File: config.mk
export PLATFORM = sky130hd
export DESIGN_NAME = vga_sync_flat
export DESIGN_NICKNAME = d
export VERILOG_FILES = /design/src/rtl/vga_sync_if.sv /design/src/rtl/vga_sync.sv /design/src/flat_wrapper.sv
export SDC_FILE = /design/constraint.sdc
export NUM_CORES = 1
export LEC_CHECK = 0
export BUFFER_PORTS_ARGS = -buffer_cell sky130_fd_sc_hd__buf_4
export CAP_MARGIN = 20
export CORE_AREA = 2 2 65 67
export CTS_CLUSTER_DIAMETER = 100
export CTS_CLUSTER_SIZE = 28
export DETAILED_ROUTE_END_ITERATION = 10
export DIE_AREA = 0 0 67 69
export PLACE_DENSITY_LB_ADDON = 0.05
export SYNTH_ARGS = -nofsm -noshare
export SYNTH_HDL_FRONTEND = slang
export SYNTH_SLANG_ARGS = --single-unit
File: constraint.sdc
create_clock -name clk -period 1.9 [get_ports clk]
set_input_delay 0.285 -clock clk [delete_from_list [all_inputs] [get_ports clk]]
set_output_delay 0.285 -clock clk [all_outputs]
set_load 0.1 [all_outputs]
File: src/rtl/vga_sync_if.sv
// rtl/vga_sync_if.sv - raster timing bundle from vga_sync to vga_display (optional end_frame: VGA_SYNC_FRAME_PULSE_EN)
interface vga_sync_if;
    logic       new_pxl;
    logic [9:0] col;
    logic [9:0] row;
    logic       visible;
    logic       hsync;
    logic       vsync;
`ifdef VGA_SYNC_FRAME_PULSE_EN
    logic       end_frame;

    modport master (output new_pxl, col, row, visible, hsync, vsync, end_frame);
    modport slave  (input  new_pxl, col, row, visible, hsync, vsync, end_frame);
`else
    modport master (output new_pxl, col, row, visible, hsync, vsync);
    modport slave  (input  new_pxl, col, row, visible, hsync, vsync);
`endif
endinterface

File: src/rtl/vga_sync.sv
// rtl/vga_sync.sv - VGA raster timing generator with pixel-rate enable (optional frame pulse: VGA_SYNC_FRAME_PULSE_EN)
module vga_sync #(
    parameter bit c_synch_act    = 1'b0,
    parameter int c_clk_div      = 4,
    parameter int c_pxl_visible  = 640,
    parameter int c_pxl_fporch   = 16,
    parameter int c_pxl_synch    = 96,
    parameter int c_pxl_bporch   = 48,
    parameter int c_line_visible = 480,
    parameter int c_line_fporch  = 10,
    parameter int c_line_synch   = 2,
    parameter int c_line_bporch  = 33
) (
    input  logic       clk,
    input  logic       rst,
    vga_sync_if.master vga
);
    localparam int C_PXL_TOTAL  = c_pxl_visible + c_pxl_fporch + c_pxl_synch + c_pxl_bporch;
    localparam int C_LINE_TOTAL = c_line_visible + c_line_fporch + c_line_synch + c_line_bporch;
    localparam int C_DIV_W      = (c_clk_div > 1) ? $clog2(c_clk_div) : 1;

    localparam logic [C_DIV_W-1:0] C_DIV_LAST = C_DIV_W'(c_clk_div - 1);
    localparam logic [9:0] C_COL_LAST  = 10'(C_PXL_TOTAL - 1);
    localparam logic [9:0] C_ROW_LAST  = 10'(C_LINE_TOTAL - 1);
    localparam logic [9:0] C_COL_VIS   = 10'(c_pxl_visible);
    localparam logic [9:0] C_ROW_VIS   = 10'(c_line_visible);
    localparam logic [9:0] C_HS_START  = 10'(c_pxl_visible + c_pxl_fporch);
    localparam logic [9:0] C_HS_END    = 10'(c_pxl_visible + c_pxl_fporch + c_pxl_synch);
    localparam logic [9:0] C_VS_START  = 10'(c_line_visible + c_line_fporch);
    localparam logic [9:0] C_VS_END    = 10'(c_line_visible + c_line_fporch + c_line_synch);

    logic [C_DIV_W-1:0] div_q, div_d;
    logic               new_pxl_q, new_pxl_d;
    logic [9:0]         col_q, col_d;
    logic [9:0]         row_q, row_d;
    logic               visible_q, visible_d;
    logic               hsync_q, hsync_d;
    logic               vsync_q, vsync_d;
`ifdef VGA_SYNC_FRAME_PULSE_EN
    logic               end_frame_q, end_frame_d;
`endif

    // Next-state: divider, raster counters, and decodes taken from the next col/row so they stay aligned
    always_comb begin
        div_d     = (div_q == C_DIV_LAST) ? '0 : div_q + 1'b1;
        new_pxl_d = (div_d == C_DIV_LAST);
        col_d     = col_q;
        row_d     = row_q;
        if (new_pxl_q) begin
            if (col_q == C_COL_LAST) begin
                col_d = '0;
                row_d = (row_q == C_ROW_LAST) ? '0 : row_q + 10'd1;
            end else begin
                col_d = col_q + 10'd1;
            end
        end
        visible_d = (col_d < C_COL_VIS) && (row_d < C_ROW_VIS);
        hsync_d   = ((col_d >= C_HS_START) && (col_d < C_HS_END)) ? c_synch_act : ~c_synch_act;
        vsync_d   = ((row_d >= C_VS_START) && (row_d < C_VS_END)) ? c_synch_act : ~c_synch_act;
`ifdef VGA_SYNC_FRAME_PULSE_EN
        // Fires in the last clk of the last pixel of the frame, alongside its new_pxl
        end_frame_d = new_pxl_d && (col_d == C_COL_LAST) && (row_d == C_ROW_LAST);
`endif
    end

    // State and registered outputs; reset returns the raster to the top-left pixel
    always_ff @(posedge clk or negedge rst) begin
        if (!rst) begin
            div_q       <= '0;
            new_pxl_q   <= 1'b0;
            col_q       <= '0;
            row_q       <= '0;
            visible_q   <= 1'b1;
            hsync_q     <= ~c_synch_act;
            vsync_q     <= ~c_synch_act;
`ifdef VGA_SYNC_FRAME_PULSE_EN
            end_frame_q <= 1'b0;
`endif
        end else begin
            div_q       <= div_d;
            new_pxl_q   <= new_pxl_d;
            col_q       <= col_d;
            row_q       <= row_d;
            visible_q   <= visible_d;
            hsync_q     <= hsync_d;
            vsync_q     <= vsync_d;
`ifdef VGA_SYNC_FRAME_PULSE_EN
            end_frame_q <= end_frame_d;
`endif
        end
    end

    assign vga.new_pxl   = new_pxl_q;
    assign vga.col       = col_q;
    assign vga.row       = row_q;
    assign vga.visible   = visible_q;
    assign vga.hsync     = hsync_q;
    assign vga.vsync     = vsync_q;
`ifdef VGA_SYNC_FRAME_PULSE_EN
    assign vga.end_frame = end_frame_q;
`endif
endmodule

File: src/flat_wrapper.sv
// flat-port wrapper written by rule: the top's interface ports become plain ports
module vga_sync_flat 
#(
    parameter bit c_synch_act    = 1'b0,
    parameter int c_clk_div      = 4,
    parameter int c_pxl_visible  = 640,
    parameter int c_pxl_fporch   = 16,
    parameter int c_pxl_synch    = 96,
    parameter int c_pxl_bporch   = 48,
    parameter int c_line_visible = 480,
    parameter int c_line_fporch  = 10,
    parameter int c_line_synch   = 2,
    parameter int c_line_bporch  = 33
)
  (clk, rst, vga_new_pxl, vga_col, vga_row, vga_visible, vga_hsync, vga_vsync);
  vga_sync_if vga_i ();
  input  logic clk;
  input  logic rst;
  output wire logic [$bits(vga_i.new_pxl)-1:0] vga_new_pxl;
  output wire logic [$bits(vga_i.col)-1:0] vga_col;
  output wire logic [$bits(vga_i.row)-1:0] vga_row;
  output wire logic [$bits(vga_i.visible)-1:0] vga_visible;
  output wire logic [$bits(vga_i.hsync)-1:0] vga_hsync;
  output wire logic [$bits(vga_i.vsync)-1:0] vga_vsync;
  assign vga_new_pxl = vga_i.new_pxl;
  assign vga_col = vga_i.col;
  assign vga_row = vga_i.row;
  assign vga_visible = vga_i.visible;
  assign vga_hsync = vga_i.hsync;
  assign vga_vsync = vga_i.vsync;
  vga_sync #(.c_synch_act(c_synch_act), .c_clk_div(c_clk_div), .c_pxl_visible(c_pxl_visible), .c_pxl_fporch(c_pxl_fporch), .c_pxl_synch(c_pxl_synch), .c_pxl_bporch(c_pxl_bporch), .c_line_visible(c_line_visible), .c_line_fporch(c_line_fporch), .c_line_synch(c_line_synch), .c_line_bporch(c_line_bporch)) u_core (.clk(clk), .rst(rst), .vga(vga_i));
endmodule
## Word-level counts from Yosys, hierarchy flattened

Index checks and enable logic that the tools add are counted.

| storage, ports and cells | value |
|---|---|
| flip-flop bits (word level) | 26 |
| output and inout port bits | 24 |
| logic and storage cells | 31 |

| operators by class | value |
|---|---|
| add/sub/neg operators | 3 |
| order comparisons | 6 |
| equality and inequality tests | 4 |
| muxes and demuxes | 8 |
| reduce and logical (&&, ||, !) cells | 3 |

Operator list:

| kind | count |
|---|---|
| $mux 10 | 5 |
| $add 10x1->10 const B | 2 |
| $eq 10x10->1 const B | 2 |
| $lt 10x10->1 const B | 2 |
| $lt 10x9->1 const B | 2 |
| $ge 10x10->1 const B | 1 |
| $ge 10x9->1 const B | 1 |
| $eq 2x2->1 const B | 2 |
| $logic_and 1x1->1 | 3 |
| $add 2x1->2 const B | 1 |
| $mux 1 | 2 |
| $mux 2 | 1 |

## Longest topological paths before layout

| logic depth | value |
|---|---|
| depth in word-level cells | 7 |
| depth in mapped cells | 7 |
| mapped depth without buffers | 7 |

## Worst setup path before layout

No wires, ideal clock.

| path | value |
|---|---|
| path type | reg2reg |
| start | register u_core.col_q[0] (netlist: u_core.vga.col[0]) |
| end | register u_core.row_q[8] (netlist: u_core.vga.row[8]) |
| data arrival time | 2.501 ns |
| required time | 1.737 ns |
| slack | -0.764 ns |
| stages on the path, launching flop included | 8 |
| path buffers | 1 |
| period minus slack after synthesis | 2.664 ns |
| cells stage by stage | dfrtp_1 -> ha_1 -> nand3_1 -> or3_1 -> buf_6 -> or3_4 -> nor2_2 -> xor2_1 |

| between the ends | value |
|---|---|
| word-level cells in the longest chain between the ends | 3 |

RTL lines:

| element | line | text |
|---|---|---|
| start, declared | vga_sync.sv:34 | `logic [9:0] col_q, col_d;` |
| start signal, assigned | vga_sync.sv:82 | `col_q <= col_d;` |
| $eq 10x10->1 | vga_sync.sv:50 | `if (col_q == C_COL_LAST) begin` |
| $mux 10 | vga_sync.sv:50 |  |
| $mux 10 | vga_sync.sv:49 | `if (new_pxl_q) begin` |
| via u_core.row_d[8] | vga_sync.sv:35 | `logic [9:0] row_q, row_d;` |
| end signal, assigned | vga_sync.sv:83 | `row_q <= row_d;` |
| end, declared | vga_sync.sv:35 |  |

The timed path passes the listed nets, and every way through them passes these cells.

## Worst setup path after layout

| path | value |
|---|---|
| start | register u_core.col_q[7] (netlist: u_core.vga.col[7]) |
| end | register u_core.vsync_q (netlist: u_core.vga.vsync) |

| between the ends | value |
|---|---|
| word-level cells in the longest chain between the ends | 6 |
| elaborated cells on any way between the ends | 7 |

RTL lines:

| element | line | text |
|---|---|---|
| $eq 10x10->1 (*) | vga_sync.sv:50 |  |
| $mux 10 (*) | vga_sync.sv:50 |  |
| $mux 10 (*) | vga_sync.sv:49 |  |
| $ge 10x9->1 / $lt 10x9->1 (equally long branches) | vga_sync.sv:59 | `vsync_d = ((row_d >= C_VS_START) && (row_d < C_VS_END)) ? c_synch_act : ~c_synch_act;` |
| $logic_and 1x1->1 (*) | vga_sync.sv:59 |  |
| $mux 1 (*) | vga_sync.sv:59 |  |
| via u_core.vsync_d | vga_sync.sv:38 | `logic vsync_q, vsync_d;` |
| end signal, assigned | vga_sync.sv:75 | `vsync_q <= ~c_synch_act;` |
| end signal, assigned | vga_sync.sv:86 | `vsync_q <= vsync_d;` |
| end, declared | vga_sync.sv:38 |  |

Mark *: on every way through the listed nets, which the timed path passes. The rest lies on a longest branch.

==> run metrics <==
number of diodes=0; Die Ht=69 um; GRT Total Usage=15.8%; clk slew on worst S/H paths=0.09 ns; Slew headroom=73.4%; RSZ-0062 raised after global routing=yes; Tcrit/Tclk final=97.4%; syn avg cell area=9.52 um2; share of layout cells above drive strength 1=43.7%; peak supply drop=0.000222 V; CTS tree=yes; Crit Reg-Reg Startpoint=u_core.vga.col[7]$_DFF_PN0_; Pre-Repair DR Iteration Count=4; sequential fraction of the synthesis area=43.8%; Synth Flop Type=dfrtp_1; critical path launch point type=register; Via Count=1313; Lkg Pwr=0.858 nW; FILL cells=387; CP Capture Point=u_core.vga.vsync$_DFF_PN1_; most frequent cells in the layout=buf_4, nor2_1, nand2_1; num rows=23; Power Dens Cells=455 nW/um2; post-synthesis cell type count=44; pre-CTS setup slack=-0.0181 ns; Worst setup EP type=register; Clk Latency, worst-skew pair=0.27 ns; final setup fails=0; total power=0.000931 W; H-tree depth=1; core footprint=3910 um2; dpl hpwl=2.61 mm; TritonCTS buffer count=3; Initial DRC Count=100; FFs w/ async S/R, synth=100%; Crit Path Class=reg -> reg; final hold violation count=0; maximum clock frequency=540 MHz; Syn Nets=164; Final Util=52.3%; initial core utilization=38.2%; fin crit period=1.85 ns; commonest non-fill, non-tap cell in the layout=buf_4; Layout Skew=0.000986 ns; crit-path max FO=8; worst slew pin tran=0.395 ns; clock sinks=26; Detailed Route WL=3.57 mm; initial antenna violation count=0; reg2reg setup slack=0.05 ns; Setup Total Neg Slack=0 ns; vias in the first global route=1240; post-synth design cell area=1490 um2; Post-route DRC=0; Die Width=67 um; EDFF count, synth=0; Hold Path Class=in -> async; IO Count=26; Cells after Synth=157; Worst EP arrival=2.04 ns; routed len/inst=14.4 um; PortBufs=25; RR Endpoint=u_core.vga.vsync$_DFF_PN1_; worst reg-to-reg path cell count=5; clock buffer depth=2; Ys Warns=0; largest net degree at the start of global routing=27; die area=4620 um2; area grow syn2layout=37.0%; RePlAce Congestion=0.828; first-pass GRT wire length=5.69 mm; Nets=207; data required time of the critical path=2.09 ns; maxcap violations=0; Routed Antenna Nets=0; Critical Path Start=u_core.vga.col[7]$_DFF_PN0_; global route overflow=0; Max Transition Viols Final=0; Root Driver=clkbuf_8; FF+latch count, synth=26; status=completed; DR vias/cell=5.27; Setup WS post-layout=0.0488 ns
## registers in the layout, indices dropped and copies added, names as in the netlist
| name | flops |
|---|---|
| u_core.vga.col | 10 |
| u_core.vga.vsync | 1 |
| u_core.vga.hsync | 1 |
| u_core.vga.new_pxl | 1 |
| u_core.div_q | 2 |
| u_core.vga.visible | 1 |
| u_core.vga.row | 10 |
## cells by family (layout without fill, tap and decap cells)
group           count (synthesis)  count (layout)  share of synthesized area, %
mux                             1               1                         0.670
compound gates                 27              27                          12.1
simple gates                   67              67                          25.1
fa+ha+maj                       5               5                          4.19
buf+inv                        17              59                          5.95
flops                          26              26                          43.8
xor+xnor                       14              14                          8.21
## through the flow
stage               instance area [um2]  cells  hold slack [ns]
finish                             2050    249            0.452
detailed placement                 1880    243            0.219
floorplan                          1560    157          -0.0106
global route                       2050    249            0.472
CTS                                1960    248            0.459
global placement                   1880    243            0.215
## per-layer routing
metal	vias up	global-route usage, %	wire, um
li1	651	-	-
met1	621	20.7	1550
met2	31	24.4	1790
met3	10	3.43	129
met4	0	7.48	101
met5	-	0	0
## critical path, cell delays in order (launching register included)
cell and delay [ns]:
dfrtp_4 0.48, nand3b_4 0.18, or3_4 0.45, or3_4 0.37, a31oi_4 0.15, o2111ai_2 0.13
## worst min-delay path by stage
stage | depth (start not counted) | startpoint | endpoint
5_1_grt | 2 | rst | u_core.vga.col[4]$_DFF_PN0_
3_3_place_gp | 1 | rst | u_core.vga.col[4]$_DFF_PN0_
2_1_floorplan | 0 | rst | u_core.div_q[0]$_DFF_PN0_
4_1_cts | 2 | rst | u_core.vga.col[4]$_DFF_PN0_
6_report | 2 | rst | u_core.vga.col[4]$_DFF_PN0_
3_5_place_dp | 1 | rst | u_core.vga.col[4]$_DFF_PN0_
## what timing repair did
action | 4_1_cts | 5_1_grt
setup buffers | 0 | 1
hold buffers | 1 | 0
resized for setup | 2 | 14
setup endpoints to repair | 1 | 2
pin swaps | 0 | 5
hold endpoints to repair | 23 | 0
## cell usage after synthesis, types with 2 or more instances
cell type,instances,area share (%)
a31oi_1,2,0.84
inv_1,10,2.5
nand4_1,6,2.5
nor2_1,13,3.3
ha_1,5,4.2
dfrtp_1,23,39
xnor2_1,8,4.7
nor3_1,2,0.67
or3_1,3,1.3
o21ai_0,7,2.3
nor4_1,3,1.3
buf_4,2,1.0
dfstp_2,3,5.3
o2111ai_1,2,1.2
xor2_1,6,3.5
nand2_1,14,3.5
nand3_1,12,4.0
a21oi_1,6,2.0
and4_1,3,1.8
buf_6,2,1.5
buf_2,2,0.67
## power by group
part / switching, W / leakage [nW] / internal [W] / total (W)
Sequential: 0 / 0.311 / 0.000553 / 0.000553
Combinational: 0.0000110 / 0.518 / 0.00000273 / 0.0000138
Clock: 0.000178 / 0.0288 / 0.000186 / 0.000364
## cell type report
type	instances	area [um2]	share of cell area, %
inverter	10	37.5	1.83
tap	50	62.6	3.06
sequential	26	696	34.0
multi-input combinational	114	856	41.8
timing repair buffer	45	340	16.6
clock buffer	4	55.1	2.69
No activity file was read; power rests on OpenSTA's default activity.
